===== config.mk =====
export PLATFORM = sky130hd
export DESIGN_NAME = alu_arbiter
export DESIGN_NICKNAME = d
export VERILOG_FILES = /design/src/rtl/alu_arbiter.sv
export SDC_FILE = /design/constraint.sdc
export NUM_CORES = 1
export LEC_CHECK = 0
export BUFFER_PORTS_ARGS = -buffer_cell sky130_fd_sc_hd__buf_2
export CORE_MARGIN = 4
export CORE_UTILIZATION = 35
export CTS_CLUSTER_DIAMETER = 60
export CTS_CLUSTER_SIZE = 16
export DETAILED_ROUTE_END_ITERATION = 10
export PLACE_DENSITY = 0.61
export SLEW_MARGIN = 20
export SYNTH_ARGS = -nofsm -noshare
export SYNTH_HDL_FRONTEND = slang
export SYNTH_HIERARCHICAL = 1
export SYNTH_SLANG_ARGS = --single-unit

===== constraint.sdc =====
create_clock -name clk -period 5.9 [get_ports clk]
set_clock_uncertainty 0.15 [all_clocks]
set_input_delay 0.59 -clock clk [delete_from_list [all_inputs] [get_ports clk]]
set_output_delay 0.59 -clock clk [all_outputs]
set_load 0.005 [all_outputs]

===== src/rtl/alu_arbiter.sv =====
// Round-robin arbiter sharing one ALU between NUM_REQ requesters, with a registered, back-pressurable response.
// Optional statistics counters (op_count, stall_count) are built when ALU_ARB_STATS_EN is defined.

package alu_pkg;
    typedef enum logic [2:0] {
        ALU_ADD = 3'd0,
        ALU_SUB = 3'd1,
        ALU_AND = 3'd2,
        ALU_OR  = 3'd3,
        ALU_XOR = 3'd4,
        ALU_SHL = 3'd5,
        ALU_SHR = 3'd6
    } alu_op_t;
endpackage

module alu_arbiter_alu
    import alu_pkg::*;
#(
    parameter int N = 16
) (
    input  logic [N-1:0] a_i,
    input  logic [N-1:0] b_i,
    input  alu_op_t      op_i,
    output logic [N-1:0] result_o,
    output logic         carry_o,
    output logic         zero_o
);
    logic [N:0] wide;

    always_comb begin
        wide     = '0;
        result_o = '0;
        carry_o  = 1'b0;
        case (op_i)
            ALU_ADD: begin
                wide     = {1'b0, a_i} + {1'b0, b_i};
                result_o = wide[N-1:0];
                carry_o  = wide[N];
            end
            ALU_SUB: begin
                // The borrow lands in the extra top bit exactly when a_i < b_i.
                wide     = {1'b0, a_i} - {1'b0, b_i};
                result_o = wide[N-1:0];
                carry_o  = wide[N];
            end
            ALU_AND: result_o = a_i & b_i;
            ALU_OR:  result_o = a_i | b_i;
            ALU_XOR: result_o = a_i ^ b_i;
            ALU_SHL: result_o = a_i << b_i[3:0];
            ALU_SHR: result_o = a_i >> b_i[3:0];
            default: result_o = '0;
        endcase
    end

    assign zero_o = (result_o == '0);
endmodule

module alu_arbiter
    import alu_pkg::*;
#(
    parameter  int N       = 16,
    parameter  int NUM_REQ = 4,
    localparam int ID_W    = $clog2(NUM_REQ)
) (
    input  logic                clk,
    input  logic                rst,
    input  logic [NUM_REQ-1:0]  req_valid,
    output logic [NUM_REQ-1:0]  req_ready,
    input  logic [N-1:0]        req_a [NUM_REQ],
    input  logic [N-1:0]        req_b [NUM_REQ],
    input  alu_op_t             req_op [NUM_REQ],
    output logic                rsp_valid,
    input  logic                rsp_ready,
    output logic [ID_W-1:0]     rsp_id,
    output logic [N-1:0]        rsp_result,
    output logic                rsp_carry,
    output logic                rsp_zero
`ifdef ALU_ARB_STATS_EN
    ,
    output logic [31:0]         op_count,
    output logic [31:0]         stall_count
`endif
);
    typedef enum logic {ST_EMPTY, ST_FULL} state_t;

    state_t          state_q, state_d;
    logic [ID_W-1:0] ptr_q, ptr_d;
    logic [ID_W-1:0] rsp_id_q, rsp_id_d;
    logic [N-1:0]    rsp_result_q, rsp_result_d;
    logic            rsp_carry_q, rsp_carry_d;
    logic            rsp_zero_q, rsp_zero_d;

    logic [ID_W:0]   cand_sum [NUM_REQ];
    logic [ID_W-1:0] cand_idx [NUM_REQ];
    logic [NUM_REQ-1:0] cand_vld;
    logic [ID_W-1:0] grant_idx;
    logic [ID_W-1:0] grant_next;
    logic            any_valid;
    logic            accept_ok;
    logic            xfer;

    logic [N-1:0]    alu_a, alu_b, alu_result;
    alu_op_t         alu_op;
    logic            alu_carry, alu_zero;

    // Candidate gi is the requester gi places above ptr_q, wrapped modulo NUM_REQ.
    generate
        for (genvar gi = 0; gi < NUM_REQ; gi++) begin : g_cand
            assign cand_sum[gi] = {1'b0, ptr_q} + (ID_W+1)'(gi);
            assign cand_idx[gi] = (cand_sum[gi] >= (ID_W+1)'(NUM_REQ))
                                ? ID_W'(cand_sum[gi] - (ID_W+1)'(NUM_REQ))
                                : cand_sum[gi][ID_W-1:0];
            assign cand_vld[gi] = req_valid[cand_idx[gi]];
        end
    endgenerate

    // Scan from the far end so the nearest valid candidate to ptr_q wins.
    always_comb begin
        grant_idx = '0;
        any_valid = 1'b0;
        for (int k = NUM_REQ - 1; k >= 0; k--) begin
            if (cand_vld[k]) begin
                grant_idx = cand_idx[k];
                any_valid = 1'b1;
            end
        end
    end

    assign grant_next = (grant_idx == ID_W'(NUM_REQ - 1)) ? '0 : grant_idx + ID_W'(1);
    assign accept_ok  = (state_q == ST_EMPTY) || rsp_ready;
    assign xfer       = !rst && any_valid && accept_ok;

    generate
        for (genvar gi = 0; gi < NUM_REQ; gi++) begin : g_ready
            assign req_ready[gi] = xfer && (grant_idx == ID_W'(gi));
        end
    endgenerate

    assign alu_a  = req_a[grant_idx];
    assign alu_b  = req_b[grant_idx];
    assign alu_op = req_op[grant_idx];

    alu_arbiter_alu #(
        .N (N)
    ) u_alu (
        .a_i      (alu_a),
        .b_i      (alu_b),
        .op_i     (alu_op),
        .result_o (alu_result),
        .carry_o  (alu_carry),
        .zero_o   (alu_zero)
    );

    always_comb begin
        state_d      = state_q;
        ptr_d        = ptr_q;
        rsp_id_d     = rsp_id_q;
        rsp_result_d = rsp_result_q;
        rsp_carry_d  = rsp_carry_q;
        rsp_zero_d   = rsp_zero_q;
        if (xfer) begin
            state_d      = ST_FULL;
            ptr_d        = grant_next;
            rsp_id_d     = grant_idx;
            rsp_result_d = alu_result;
            rsp_carry_d  = alu_carry;
            rsp_zero_d   = alu_zero;
        end else begin
            case (state_q)
                ST_FULL:  if (rsp_ready) state_d = ST_EMPTY;
                default:  state_d = state_q;
            endcase
        end
    end

    always_ff @(posedge clk) begin
        if (rst) begin
            state_q      <= ST_EMPTY;
            ptr_q        <= '0;
            rsp_id_q     <= '0;
            rsp_result_q <= '0;
            rsp_carry_q  <= 1'b0;
            rsp_zero_q   <= 1'b0;
        end else begin
            state_q      <= state_d;
            ptr_q        <= ptr_d;
            rsp_id_q     <= rsp_id_d;
            rsp_result_q <= rsp_result_d;
            rsp_carry_q  <= rsp_carry_d;
            rsp_zero_q   <= rsp_zero_d;
        end
    end

    assign rsp_valid  = (state_q == ST_FULL);
    assign rsp_id     = rsp_id_q;
    assign rsp_result = rsp_result_q;
    assign rsp_carry  = rsp_carry_q;
    assign rsp_zero   = rsp_zero_q;

`ifdef ALU_ARB_STATS_EN
    logic [31:0] op_count_q, op_count_d;
    logic [31:0] stall_count_q, stall_count_d;
    logic        stall_cycle;

    assign stall_cycle = rsp_valid && !rsp_ready && (|req_valid);

    always_comb begin
        op_count_d    = op_count_q;
        stall_count_d = stall_count_q;
        if (xfer && (op_count_q != 32'hFFFF_FFFF)) begin
            op_count_d = op_count_q + 32'd1;
        end
        if (stall_cycle && (stall_count_q != 32'hFFFF_FFFF)) begin
            stall_count_d = stall_count_q + 32'd1;
        end
    end

    always_ff @(posedge clk) begin
        if (rst) begin
            op_count_q    <= '0;
            stall_count_q <= '0;
        end else begin
            op_count_q    <= op_count_d;
            stall_count_q <= stall_count_d;
        end
    end

    assign op_count    = op_count_q;
    assign stall_count = stall_count_q;
`endif
endmodule


==> results_dict.tcl <==
set metrics [dict create \
    timing.rr.end "rsp_zero" \
    gp_congestion 1.011 \
    hold_class "flip-flop to flip-flop" \
    dp_hpwl_um 18930 \
    worstSetupStartpoint "ptr_q[1]" \
    synth_common_cells "mux2i_1 (129), nand2_1 (59), ha_1 (52)" \
    clk_latency_ns 0.25 \
    fin_nets 1132 \
    critPathKind "flip-flop to flip-flop" \
    track_usage_pct 22.25 \
    comb_power_share_pct 83.1 \
    async_flop_share_pct 0 \
    antenna_found_initial 0 \
    postCtsHoldBufs 0 \
    wl_um 22960 \
    row_count 47 \
    yosys_warnings 6 \
    finalCriticalPeriod_ns 5.440 \
    max_freq_ghz 0.1838 \
    ant_nets 0 \
    ys_seq_elements 23 \
    p_sw_share_pct 53.07 \
    grt_pass1_wl_um 35000 \
    dpl-instance-area_mm2 0.007232 \
    yosysTopAreaCellShare_pct 21.54 \
    synth_cells 771 \
    port_buffers 171 \
    design_area_mm2 0.007312 \
    drtIter0Drc 638 \
    start_kind "flip-flop" \
    syn-num-nets 972 \
    final-hold-violation-count 0 \
    yosysMostFrequentCell "mux2i_1" \
    finalPower_mw 2.159 \
    rrSetupSlack_ns 0.46 \
    coreArea_mm2 0.01670 \
    clk_pin_slew_worst_paths_ns 0.06 \
    clockPowerShare_pct 6.7 \
    cts-root-buf "clkbuf_16" \
    ff2ff_path_depth 19 \
    drc 0 \
    clockBufferDepth 2 \
    die_w_um 138.9 \
    netSwitchingPower_mw 1.146 \
    grt.overflow.total 0 \
    vdd_ir_drop_max_mv 0.1521 \
    worst_r2r_startpoint "ptr_q[1]" \
    drive_gt1_share_pct 28.92 \
    p_per_area_mw_per_mm2 295.2 \
    ctsResizeCount 0 \
    synth.distinct_cells 75 \
    max_slew.worst_pin.slew_ns 1.142 \
    fp.dieH_um 138.9 \
    synth_ff_type "dfxtp_1" \
    maxSlewViolCount 0 \
    yosys.area.top_type "mux2i_1" \
    pwr-share-seq_pct 10.2 \
    endpoint_kind "flip-flop" \
    drt-vias-per-instance 5.803 \
    routed-via-count 6673 \
    area_delta_synth_final_pct 21.95 \
    final.setup.tns_ns 0 \
    h-tree-depth 1 \
    synth_top_cells_by_area "mux2i_1 (22%), ha_1 (11%), dfxtp_1 (7.7%)" \
    fin_hold_ws_ns 0.2946 \
    dieArea_mm2 0.01929 \
    synth_edf_count 0 \
    post-cts-setup-buffers 0 \
    instances_no_fill 1150 \
    critical_path_required_ns 5.94 \
    period_share_pct 92.20 \
    max_cap_violations 0 \
    critical_path_arrival_ns 5.48 \
    cts_buffers 3 \
    avgSynthCellArea_um2 7.777 \
    crit_end "rsp_zero" \
    maxSlewHeadroom_pct 21.66 \
    critPathMaxFanout 28 \
    synth-seq-area-share_pct 7.679 \
    start_util_pct 35.90 \
    power.internal_mw 1.013 \
    status "finished, final reports clean" \
    holdPathStages 2 \
    setup_viol 0 \
    grt_pass1_vias 6299 \
    rsz0062_at_grt "no" \
    num_antenna_cells 0 \
    dr.pass1.iters 5 \
    syn_area_mm2 0.005996 \
    place_inst 1146 \
    grt_max_degree 41 \
    power.leakage_nw 3.417 \
    io-pin-count 172 \
    cts_tree "yes" \
    post_drt_wl_per_cell_um 19.96 \
    cts.sinks 23 \
]
-- worst max-delay path, stage by stage (launching register included) --
cell and delay [ns]:
dfxtp_1 0.51, mux2i_1 0.22, nor2_1 0.08, a311oi_4 0.34, buf_12 0.28, mux2i_1 0.54, inv_1 0.15, ha_1 0.27
fa_1 0.40, o21bai_1 0.13, a21oi_1 0.12, o21ai_0 0.40, mux2i_1 0.16, xnor2_1 0.32, o2111ai_1 0.18, or4_1 0.57
nor4_1 0.18, and4bb_1 0.22, nand2_1 0.04, o21ai_0 0.07
-- metal layers --
layer	up-vias	wire, um	track usage, %
li1	3156	-	-
met1	3107	9870	30.54
met2	365	10170	35.34
met3	45	2182	4.483
met4	0	733	6.591
met5	-	0	0
-- cells by family after synthesis --
family	after synthesis	share of synthesized area (%)
and+or+nand+nor	228	19.43
buffers and inverters	107	8.410
AOI/OAI and AO/OA	187	21.22
DFF	23	7.679
adders and majority gates	54	11.52
xor gates and xnor gates	12	1.753
muxes	160	29.99
-- flip-flops by register name, summed over array words and instances, names as in the netlist --
| signal | count |
|---|---|
| rsp_id | 2 |
| rsp_valid | 1 |
| rsp_carry | 1 |
| rsp_result | 16 |
| rsp_zero | 1 |
| ptr_q | 2 |
-- area by class of cell --
class	instances	area, um^2
Fill cell	1727	9389
Inverter	47	176.4
Clock buffer	3	75.07
Tap cell	220	275.3
Sequential cell	23	460.4
Multi-Input combinational cell	641	5096
Timing Repair Buffer	215	1224
Clock inverter	1	5.005
-- power groups by stage --
| stage | combinational [mW] | clock, mW | sequential, mW |
|---|---|---|---|
| after global placement | 1.77 | 0 | 0.222 |
| after detailed placement | 1.75 | 0 | 0.223 |
| after floorplan | 1.18 | 0 | 0.225 |
| after CTS | 1.76 | 0.149 | 0.221 |
| after global routing | 1.93 | 0.154 | 0.226 |
| final | 1.79 | 0.145 | 0.220 |
-- how the worst min path moves through the flow --
stage,end,start
after floorplan,rsp_id[0],rsp_id[0]
after global placement,rsp_id[0],rsp_id[0]
after detailed placement,rsp_id[0],rsp_id[0]
after CTS,rsp_id[0],rsp_id[0]
after global routing,rsp_id[0],rsp_id[0]
final,rsp_id[0],rsp_id[0]
-- through the flow --
stage          worst slack (ns)  util [%]
5_1_grt                  0.1451     43.78
3_5_place_dp             0.4715     43.30
4_1_cts                  0.5776     43.78
3_3_place_gp             0.5588     43.30
2_1_floorplan            0.8671         -
6_report                 0.4600     43.78
-- layout by cell type (no fill, tap or decap), types with 10 or more instances in the layout --
master,count
a21oi_1,34
a22oi_1,15
buf_2,171
buf_4,41
dfxtp_1,23
ha_1,52
inv_1,45
mux2_2,12
mux2i_1,125
mux4_2,13
nand2_1,59
nand2b_1,28
nand3_1,16
nor2_1,50
nor2b_1,12
nor3_1,18
o211ai_1,12
o21ai_0,39
o22ai_1,13
xnor2_1,10
Power figures use the tool's default switching activity.
